$ cat config.mk
export PLATFORM = sky130hd
export DESIGN_NAME = fetch_stage
export DESIGN_NICKNAME = d
export VERILOG_FILES = /design/src/rtl/fetch_stage.sv
export SDC_FILE = /design/constraint.sdc
export NUM_CORES = 1
export LEC_CHECK = 0
export ABC_CLOCK_PERIOD_IN_PS = 4700
export CORE_ASPECT_RATIO = 1.1
export CORE_UTILIZATION = 25
export DETAILED_ROUTE_END_ITERATION = 6
export PLACE_DENSITY = 0.5
export SYNTH_ARGS = -nofsm -noshare
export SYNTH_HDL_FRONTEND = slang
export SYNTH_SLANG_ARGS = --single-unit
$ cat constraint.sdc
create_clock -name clock -period 4.7 [get_ports clock]
set_clock_uncertainty 0.1 [all_clocks]
set_input_delay 0.94 -clock clock [delete_from_list [all_inputs] [get_ports clock]]
set_output_delay 0.94 -clock clock [all_outputs]
set_load 0.1 [all_outputs]
$ cat src/rtl/fetch_stage.sv
// Instruction-fetch stage: issues one outstanding imem read at a time and buffers each returned
// word in the IF/ID register, with a one-entry skid and redirect/flush handling.
module fetch_stage #(
    parameter logic [31:0] RESET_PC = 32'h0000_0000
) (
    input  logic        clock,
    input  logic        reset_n,
    output logic        imem_req_valid,
    input  logic        imem_req_ready,
    output logic [31:0] imem_addr,
    input  logic        imem_resp_valid,
    input  logic [31:0] imem_resp_data,
    input  logic        decode_stall,
    input  logic        redirect_valid,
    input  logic [31:0] redirect_pc,
    output logic        instr_valid,
    output logic [31:0] instruction,
    output logic [31:0] instr_pc,
    output logic [31:0] instr_pc_plus4
);

    typedef enum logic [1:0] {StIdle, StReq, StWait, StHold} state_e;

    state_e      state_q, state_d;
    logic [31:0] fetch_pc_q, fetch_pc_d;
    logic [31:0] req_pc_q, req_pc_d;
    logic        discard_q, discard_d;
    logic        req_valid_q, req_valid_d;
    logic        out_valid_q, out_valid_d;
    logic [31:0] out_data_q, out_data_d;
    logic [31:0] out_pc_q, out_pc_d;
    logic [31:0] out_pc4_q, out_pc4_d;
    logic        skid_valid_q, skid_valid_d;
    logic [31:0] skid_data_q, skid_data_d;
    logic [31:0] skid_pc_q, skid_pc_d;
    logic        out_free;

    logic unused_redirect_lsbs;
    assign unused_redirect_lsbs = ^redirect_pc[1:0];

    always_comb begin
        state_d      = state_q;
        fetch_pc_d   = fetch_pc_q;
        req_pc_d     = req_pc_q;
        discard_d    = discard_q;
        out_valid_d  = out_valid_q;
        out_data_d   = out_data_q;
        out_pc_d     = out_pc_q;
        out_pc4_d    = out_pc4_q;
        skid_valid_d = skid_valid_q;
        skid_data_d  = skid_data_q;
        skid_pc_d    = skid_pc_q;
        out_free     = !out_valid_q || !decode_stall;

        // Consumed with nothing to replace it: drop to a nop, keep the pc fields.
        if (out_valid_q && !decode_stall) begin
            out_valid_d = 1'b0;
            out_data_d  = 32'h0;
        end

        if (redirect_valid) begin
            out_valid_d  = 1'b0;
            out_data_d   = 32'h0;
            skid_valid_d = 1'b0;
            fetch_pc_d   = {redirect_pc[31:2], 2'b00};
            state_d      = StReq;
            unique case (state_q)
                StWait: begin
                    discard_d = !imem_resp_valid;
                    if (!imem_resp_valid) state_d = StWait;
                end
                StReq: begin
                    // The stale request is already accepted; its response must be dropped.
                    if (imem_req_ready) begin
                        discard_d = 1'b1;
                        state_d   = StWait;
                    end
                end
                StIdle, StHold: ;
            endcase
        end else begin
            unique case (state_q)
                StIdle: state_d = StReq;
                StReq: begin
                    if (imem_req_ready) begin
                        req_pc_d   = fetch_pc_q;
                        fetch_pc_d = fetch_pc_q + 32'd4;
                        state_d    = StWait;
                    end
                end
                StWait: begin
                    if (imem_resp_valid) begin
                        state_d = StReq;
                        if (discard_q) begin
                            discard_d = 1'b0;
                        end else if (out_free) begin
                            out_valid_d = 1'b1;
                            out_data_d  = imem_resp_data;
                            out_pc_d    = req_pc_q;
                            out_pc4_d   = req_pc_q + 32'd4;
                        end else begin
                            skid_valid_d = 1'b1;
                            skid_data_d  = imem_resp_data;
                            skid_pc_d    = req_pc_q;
                            state_d      = StHold;
                        end
                    end
                end
                StHold: begin
                    if (!decode_stall) begin
                        out_valid_d  = 1'b1;
                        out_data_d   = skid_data_q;
                        out_pc_d     = skid_pc_q;
                        out_pc4_d    = skid_pc_q + 32'd4;
                        skid_valid_d = 1'b0;
                        state_d      = StReq;
                    end
                end
            endcase
        end

        req_valid_d = (state_d == StReq);
    end

    always_ff @(posedge clock) begin
        if (!reset_n) begin
            state_q      <= StIdle;
            fetch_pc_q   <= RESET_PC;
            req_pc_q     <= RESET_PC;
            discard_q    <= 1'b0;
            req_valid_q  <= 1'b0;
            out_valid_q  <= 1'b0;
            out_data_q   <= 32'h0;
            out_pc_q     <= 32'h0;
            out_pc4_q    <= 32'h0;
            skid_valid_q <= 1'b0;
            skid_data_q  <= 32'h0;
            skid_pc_q    <= 32'h0;
        end else begin
            state_q      <= state_d;
            fetch_pc_q   <= fetch_pc_d;
            req_pc_q     <= req_pc_d;
            discard_q    <= discard_d;
            req_valid_q  <= req_valid_d;
            out_valid_q  <= out_valid_d;
            out_data_q   <= out_data_d;
            out_pc_q     <= out_pc_d;
            out_pc4_q    <= out_pc4_d;
            skid_valid_q <= skid_valid_d;
            skid_data_q  <= skid_data_d;
            skid_pc_q    <= skid_pc_d;
        end
    end

    assign imem_req_valid = req_valid_q;
    assign imem_addr      = fetch_pc_q;
    assign instr_valid    = out_valid_q;
    assign instruction    = out_data_q;
    assign instr_pc       = out_pc_q;
    assign instr_pc_plus4 = out_pc4_q;

endmodule
# After elaboration in Yosys (flattened, before gate mapping)
# Cells that the tools add are included.
[totals]
ff_bits = 229
output_inout_bits = 130
[op_classes]
add_sub_neg = 3
eq_ne = 9
n_mux = 40
bitwise = 4
reduce_logical = 19
[ops]
columns = ["op", "n"]
rows = [
  ["32-bit two-way mux", 16],
  ["32-bit case mux with 2 select lines", 3],
  ["32-bit by 3-bit adder with 32-bit output (second input constant)", 3],
  ["2-bit two-way mux", 8],
  ["2-bit nonzero test", 6],
  ["1-bit two-way mux", 9],
  ["2-bit inequality test (second input constant)", 4],
  ["2-bit case mux with 4 select lines", 1],
  ["6-bit AND reduction", 1],
  ["5-bit AND reduction", 1],
  ["2-bit by 1-bit equality test with 1-bit output (second input constant)", 2],
  ["2-bit equality test (second input constant)", 2],
  ["1-bit inverter", 4],
  ["1-bit case mux with 2 select lines", 2],
  ["2-bit case mux with 2 select lines", 1],
  ["2-bit AND reduction", 2],
  ["4-bit AND reduction", 1],
  ["1-bit zero test", 3],
  ["3-bit inequality test (second input constant)", 1],
  ["3-bit AND reduction", 1],
  ["2-bit zero test", 1],
  ["2-bit OR reduction", 1],
  ["1-bit logical AND", 1],
  ["1-bit logical OR", 1],
]

# Longest topological paths before layout
# Gate-level depths: netlist of the first run.
[depth]
depth_word = 8
mapped_depth = 15
depth_no_buf = 8

# Worst setup path after synthesis of the first run
# No wires, ideal clock.
[synth_path]
kind = "register to register"
from = "register state_q[1]"
to = "register out_pc4_q[24], in the netlist instr_pc_plus4[24]"
arrival_time_ns = 2.873
setup_slack_ns = 1.621
path_stages_with_launch = 15
n_path_buf = 7
synth_period_minus_slack_ns = 3.079
path_cell_list = "dfxtp_1 -> ha_1 -> buf_6 -> buf_4 -> buf_4 -> buf_2 -> buf_2 -> buf_2 -> mux2_2 -> ha_1 -> inv_1 -> nor2_1 -> and4_1 -> clkbuf_1 -> o311ai_0"
[synth_between]
elab_chain_len = 3
elab_cells_between_ends = 9
classes_between = "6 x eq/ne; 1 x mux; 2 x reduce/logical"
[synth_rtl]
columns = ["element", "line", "source"]
rows = [
  ["start: declaration", "24", "state_e state_q, state_d;"],
  ["start signal: assignment", "127", "state_q <= StIdle;"],
  ["start signal: assignment", "140", "state_q <= state_d;"],
  ["2-bit equality test", "82", "unique case (state_q)"],
  ["2-bit inequality test (no line) / 2-bit nonzero test (equally long branches)", "--", ""],
  ["6-bit AND reduction (no line)", "--", ""],
  ["end signal: assignment", "148", "out_pc4_q <= out_pc4_d;"],
  ["end: declaration", "32", "logic [31:0] out_pc4_q, out_pc4_d;"],
]
# Parallel ways exist; a longest one is shown, timed or not.
# A chain may end at the register's enable or synchronous reset.

# Worst setup path in the final report of the first run
[layout_path]
from = "register state_q[0]"
to = "register out_pc4_q[29], in the netlist instr_pc_plus4[29]"
# The elaborated chain is that of the path after synthesis.

==> results.md, run 1 <==
* Status: complete, no violations
* Final worst setup slack at 1299 ps
* Power Total at 0.004310 W
* Seq cells post-synth at 219
* Final antenna-violating net count at 0
* Period Utilization, post-route at 72.35%
* Gate count of the mapped netlist at 1,169
* Peak supply drop at 0.0002176 V
* Leakage at 3.976 nW
* Worst Setup Start Kind: flip-flop
* Share of cells above drive strength 1 at 5.643%
* Setup Slack @ Placement at 952.0 ps
* Max_cap viols at 0
* Fmax at 0.2941 GHz
* Die Wd at 189.4 um
* Max-slew headroom at 29.55%
* Finished Layout Cells at 1,829
* RR Endpoint: instr_pc_plus4[29]$_SDFFE_PN0P_
* Area delta synth->final at 32.63%
* Top FF cell, synth: dfxtp_1
* Crit-path max FO at 38
* Clock tree sinks at 219
* # placed instances at 1,785
* Setup TNS at 0 ps
* Post-CTS Resized at 0
* Vias/cell at 4.886
* First-pass GRT wire length at 48,090 um
* Final setup violation count at 0
* TritonCTS Buffers at 25
* Asr flop ratio synth at 0%
* Sequential cell area fraction in the yosys report at 45.38%
* Ant. Diodes at 0
* Die height at 208.2 um
* Worst hold path depth at 2
* Final Wtd Congestion at 0.8251
* Post-DP HPWL at 21,380 um
* Worst skew pair latency at 530 ps
* Critical setup path kind: reg2reg
* Hold path start: skid_data_q[19]$_SDFFE_PN0P_
* Reg2Reg Launch Point: state_q[0]$_SDFF_PN0_
* Worst Hold Endpoint: skid_data_q[19]$_SDFFE_PN0P_
* Clk buf depth at 3
* RSZ-0062 raised after global routing: no
* # rows at 75
* Detailed Routing Iterations Pass 1 at 6
* DR WL/cell at 16.99 um
* Clock transition at path regs at 60 ps
* CTS tree: built
* Critical Path Sink Type: flip-flop
* Hold Crit Class: reg2reg
* Tmin final at 3401 ps
* Vias in the first global route at 8,192
* Port-buffer cells at 191
* IO Count at 200
* CP arrival at 3730 ps
* # hold bufs at CTS at 0
* Die area at 0.03944 mm2
* Initial DRC count at 672
* Post-CTS Setup Bufs at 0
* H-Tree Depth at 1
* Avg Cell Area, Syn at 8.265 um2
* Number of synthesized flops with an enable pin at 0
* Tot GR Track Use at 15.22%
* Max-slew violations at 0
* Grt total ovfl at 0
* Routed wire length at 31,080 um
* R2R setup slack at 1300 ps
* Initial antenna violation count at 0
* Pwr dens at 336.3 mW/mm2
* Worst slew pin tran at 1053 ps
* Core area at 0.03810 mm2
* Largest net degree at the start of global routing at 78
* Clk root buf: clkbuf_16
* R2R depth at 7
* Yosys warning count at 0
* Synthesized area at 0.009662 mm2
* Number of remaining DRC errors at 0
* Hold Slack at 352.5 ps
* Synth unique cells at 63
* Initial Utilization at 25.36%
* Data required, critical path at 5030 ps
* Vias at 8,936
* Final #Nets at 1,388
* Final hold violations at 0
-- synthesized netlist by cell type (3+ instances only) --
cell type  instances  area (um2)
nand3b_1          10       75.07
nand2_1          224       840.8
and3_1             6       37.54
a211oi_1          34       255.2
xor2_1             5       43.79
and4b_1            3       30.03
clkbuf_1          77       289.0
mux2i_1           36       360.4
buf_1              8       30.03
dfxtp_1          219        4384
buf_2              6       30.03
o211ai_1          10       75.07
o311ai_0           9       78.83
nor3_1            18       90.09
nand4_1           18       112.6
xnor2_1           26       227.7
and4_1             8       70.07
a21oi_1          120       600.6
buf_4              8       60.06
a31oi_1            5       31.28
mux2_2             6       67.56
or3_1              7       43.79
nor2_1            94       352.8
a22o_1             3       26.28
o21ai_0           33       165.2
ha_1               6       75.07
nand2b_1           9       56.30
o311a_1            3       30.03
nand4b_1           4       35.03
nor2b_1            3       18.77
nand3_1           52       260.3
a22oi_1            5       37.54
nor4_1             9       56.30
a21o_1             3       22.52
and2_1             6       37.54
a32oi_1            3       26.28
inv_1              8       30.03
a222oi_1          33       330.3
-- critical path, cell delays in order, from the launching register on --
cell and delay [ps]:
dfxtp_1 390, ha_2 520, buf_4 500, mux2i_1 280, a21oi_1 310, nand3_1 450
or4_1 630, o311ai_1 100
-- report_power, final --
group	switching, W	internal (W)	leakage [nW]	total [W]
Combinational	0.000318	0.000135	1.81	0.000453
Sequential	0.0000424	0.00189	1.77	0.00193
Clock	0.000771	0.00116	0.397	0.00193
Total	0.00113	0.00318	3.98	0.00431
-- placed cells by master, fill, tap and decap left out, types with 26 or more instances in the layout --
| cell | n |
|---|---|
| a21oi_1 | 119 |
| nand3_1 | 52 |
| nand2_1 | 224 |
| mux2i_1 | 36 |
| o21ai_0 | 33 |
| a211oi_1 | 34 |
| a222oi_1 | 33 |
| xnor2_1 | 26 |
| clkdlybuf4s50_1 | 190 |
| nor2_1 | 94 |
| dfxtp_1 | 219 |
-- per-stage QoR --
step,instance area [um2],utilization [%]
final,12810,33.64
after global routing,12810,33.64
after CTS,12810,33.64
after detailed placement,12010,31.52
after global placement,12010,31.52
after floorplan,9681,-
-- worst max-delay path by stage --
stage | startpoint | endpoint
after floorplan | state_q[1]$_SDFF_PN0_ | instr_pc_plus4[24]$_SDFFE_PN0P_
after global placement | imem_resp_valid | instr_pc_plus4[7]$_SDFFE_PN0P_
after detailed placement | imem_resp_valid | instr_pc_plus4[7]$_SDFFE_PN0P_
after CTS | state_q[0]$_SDFF_PN0_ | instr_pc_plus4[29]$_SDFFE_PN0P_
after global routing | state_q[0]$_SDFF_PN0_ | instr_pc_plus4[29]$_SDFFE_PN0P_
final | state_q[0]$_SDFF_PN0_ | instr_pc_plus4[29]$_SDFFE_PN0P_
-- kinds of logic after synthesis --
family	count (synthesis)	share of synthesized area, %
AND/OR/NAND/NOR	481	22.74
AO/OA/AOI/OAI	281	19.17
flip-flops	219	45.38
buffers and inverters	108	4.662
multiplexers	42	4.429
XOR/XNOR	31	2.810
adder cells (fa/ha/maj)	6	0.7770
other	1	0.03881
-- state kept, by name (all words and copies together), names as in the netlist --
name / flops
instr_valid: 1
req_pc_q: 30
state_q: 2
discard_q: 1
skid_data_q: 32
instr_pc: 30
imem_addr: 30
instruction: 32
instr_pc_plus4: 30
skid_pc_q: 30
imem_req_valid: 1
-- area by class of cell --
cell class | instances | area [um2]
clock buffers | 41 | 765.7
clock inverters | 3 | 40.04
fillers | 4022 | 25280
inverters | 8 | 32.53
multi-input cells | 847 | 4872
flip-flops and latches | 219 | 4384
well taps | 500 | 625.6
repair buffers | 211 | 2095
-- routing by layer --
metal | share of wire (%) | wire [um] | track usage [%]
met5 | 0 | 0 | 0
met4 | 2.3 | 707 | 4.811
met3 | 4.9 | 1519 | 2.109
met2 | 43 | 13350 | 22.60
met1 | 50 | 15510 | 22.45
Power figures use the tool's default switching activity.
==> run 2: changes to the inputs <==
--- a/config.mk
+++ b/config.mk
@@ -5,7 +5,7 @@
 export SDC_FILE = /design/constraint.sdc
 export NUM_CORES = 1
 export LEC_CHECK = 0
-export ABC_CLOCK_PERIOD_IN_PS = 4700
+export ABC_CLOCK_PERIOD_IN_PS = 3300
 export CORE_ASPECT_RATIO = 1.1
 export CORE_UTILIZATION = 25
 export DETAILED_ROUTE_END_ITERATION = 6
==> constraint.sdc (replaced) <==
create_clock -name clock -period 3.3 [get_ports clock]
set_clock_uncertainty 0.1 [all_clocks]
set_input_delay 0.66 -clock clock [delete_from_list [all_inputs] [get_ports clock]]
set_output_delay 0.66 -clock clock [all_outputs]
set_load 0.1 [all_outputs]
==> run 2 against run 1 <==
Against the previous run: register-to-register slack got worse by 910 ps; critical path depth rose by 1; first-iteration DRC count rose by 31%; non-clock buffer count rose by 22; sequential cell count did not move; core utilization fell by 0.48 points; total power rose by 40%; critical endpoint unchanged; largest cell class unchanged; highest routed layer unchanged.
==> results.md, run 2 (synthesis results as in run 1) <==
* Leakage at 4.307 nW (+8.3%)
* Buf/Inv on CP at 2 (+1)
* Final #Nets at 1,410 (+1.6%)
* Max-slew headroom at 60.09% (+31 points)
* Post-DP HPWL at 21,770 um (+1.8%)
* Grt total ovfl at 0 (unchanged)
* Die height at 208.2 um (unchanged)
* Final Wtd Congestion at 0.8030 (-2.7%)
* Area delta synth->final at 30.74%
* Crit-path max FO at 27 (-29%)
* Tot GR Track Use at 15.28% (+0.059 points)
* Final antenna-violating net count at 0 (unchanged)
* Final hold violations at 0 (unchanged)
* Initial antenna violation count at 0 (unchanged)
* Max_cap viols at 0 (unchanged)
* Clk buf depth at 3 (unchanged)
* H-Tree Depth at 1 (unchanged)
* WL met1 at 15,750 um (+1.6%)
* Post-CTS Setup Bufs at 0 (unchanged)
* Critical setup path kind: reg2reg
* Vias at 8,957 (+0.24%)
* Port-buffer cells at 191 (unchanged)
* Vias/cell at 4.849 (-0.74%)
* # hold bufs at CTS at 0 (unchanged)
* Cell mode on critical path: buf_4
* Number of remaining DRC errors at 0 (unchanged)
* Initial DRC count at 877 (+31%)
* Combinational share of power at 10.7% (+0.2 points)
* Worst skew pair latency at 530 ps (about the same)
* Seq pwr share at 45.4% (+0.6 points)
* Critical path, cell by cell: ha_2 > buf_4 > nand4_1 > a222oi_1 > buf_4 > nand3_2 > or4_1 > o311ai_1
* Hold Crit Class: reg2reg
* Setup TNS at 0 ps (unchanged)
* Most frequent cells in the layout: nand2_1, dfxtp_1, buf_4, a21oi_1, nor2_1
* Final setup violation count at 0 (unchanged)
* Die Wd at 189.4 um (unchanged)
* DR WL/cell at 16.85 um (-0.85%)
* CP peak stage delay at 580 ps (-50 ps)
* Status: complete, no violations
* # rows at 75 (unchanged)
* Leading cell type in the layout, fill and taps excluded: nand2_1
* Metal3 WL at 1548 um (+1.9%)
* Worst slew pin tran at 582.0 ps (-471.4 ps)
* Hold Slack at 351.5 ps (-1.022 ps)
* Peak supply drop at 0.0002837 V (+30%)
* Initial Utilization at 25.36% (unchanged)
* Die area at 0.03944 mm2 (unchanged)
* Clock tree sinks at 219 (unchanged)
* Clock power frac at 43.9% (-0.8 points)
* Routed wl met2 at 13,140 um (-1.5%)
* Switching share of power at 26.95% (+0.69 points)
* Max-slew violations at 0 (unchanged)
* Share of cells above drive strength 1 at 16.41% (+11 points)
* Worst Setup Start Kind: flip-flop
* Fill cells at 4,069 (+1.2%)
* CTS tree: built
* Ant. Diodes at 0 (unchanged)
* Core area at 0.03810 mm2 (unchanged)
* Data required, critical path at 3640 ps (-1390 ps)
* Internal Power at 0.004418 W (+39%)
* Clk root buf: clkbuf_16
* TritonCTS Buffers at 25 (unchanged)
* Post-Place Cell Area at 0.01188 mm2 (-1.1%)
* Worst path slowest cell: ha_2
* Fmax at 0.3434 GHz (+17%)
* Vias in the first global route at 8,377 (+2.3%)
* Tmin final at 2912 ps (-488.3 ps)
* R2R setup slack at 390 ps (-910 ps)
* First-pass GRT wire length at 48,370 um (+0.59%)
* Final instance area at 0.01263 mm2 (-1.4%)
* Pwr dens at 478.8 mW/mm2 (+42%)
* CP arrival at 3250 ps (-480 ps)
* Largest net degree at the start of global routing at 59 (-24%)
* RSZ-0062 raised after global routing: no
* Routed wire length at 31,120 um (+0.12%)
* IO Count at 200 (unchanged)
* Switching pwr at 0.001630 W (+44%)
* Critical Path Sink Type: flip-flop
* Period Utilization, post-route at 88.25% (+16 points)
* Top delay family on crit path: simple AND/OR/NAND/NOR gates
* Post-CTS Resized at 0 (unchanged)
* Max Used Layer: met4
* Clock transition at path regs at 60 ps (about the same)
* Detailed Routing Iterations Pass 1 at 6 (unchanged)
==> run 2: cell types whose count changed in the layout (fill, tap and decap cells not counted) <==
| cell | previous run | this run |
|---|---|---|
| buf_12 | 3 | 4 |
| clkbuf_1 | 8 | 4 |
| clkdlybuf4s50_1 | 190 | 66 |
| clkinv_2 | 2 | 6 |
| clkbuf_8 | 8 | 4 |
| buf_4 | 17 | 162 |
==> run 2: area by class of cell <==
type	count	area [um2]	share of cell area (%)
well taps	500	625.6	4.952
inverters	8	32.53	0.2575
clock inverters	7	60.06	0.4754
clock buffers	33	695.7	5.507
flip-flops and latches	219	4384	34.71
multi-input cells	847	4872	38.57
repair buffers	233	1962	15.53
==> run 2: per-layer routing <==
metal | GRT usage [%] | up-vias
li1 | - | 4526
met1 | 23.27 | 4166
met2 | 21.98 | 228
met3 | 2.075 | 37
met4 | 4.505 | 0
met5 | 0 | -
==> run 2: path summary, 6_finish.rpt <==
path                                  startpoint  cells after the start                              end
setup reg to reg           state_q[0]$_SDFF_PN0_                      8  instr_pc_plus4[29]$_SDFFE_PN0P_
hold / removal    instr_pc_plus4[8]$_SDFFE_PN0P_                      2   instr_pc_plus4[8]$_SDFFE_PN0P_
setup / recovery           state_q[0]$_SDFF_PN0_                      8  instr_pc_plus4[29]$_SDFFE_PN0P_
hold reg to reg   instr_pc_plus4[8]$_SDFFE_PN0P_                      2   instr_pc_plus4[8]$_SDFFE_PN0P_
==> run 2: power by group through the flow <==
stage,clock (W),combinational [W],sequential [W]
finish,0.00265,0.000648,0.00275
detailed placement,0,0.000651,0.00280
global placement,0,0.000646,0.00280
global route,0.00284,0.000685,0.00275
CTS,0.00273,0.000652,0.00275
floorplan,0,0.000207,0.00302
==> run 2: worst register-to-register path, delay by kind of cell (launching register included) <==
kind | cells | cell delay [ps]
AO/OA/AOI/OAI | 2 | 440
adder cells (fa/ha/maj) | 1 | 580
buffers and inverters | 2 | 560
flip-flops | 1 | 390
AND/OR/NAND/NOR | 3 | 760
==> run 2: per-stage QoR <==
step           cells  setup WS (ps)  utilization [%]  total power, W
3_3_place_gp    1807          229.8            31.17        0.003450
6_report        1847          387.7            33.16        0.006048
5_1_grt         1847          207.4            33.16        0.006275
4_1_cts         1847          394.6            33.16        0.006127
3_5_place_dp    1807          206.9            31.17        0.003455
2_1_floorplan   1174          220.6                -        0.003228
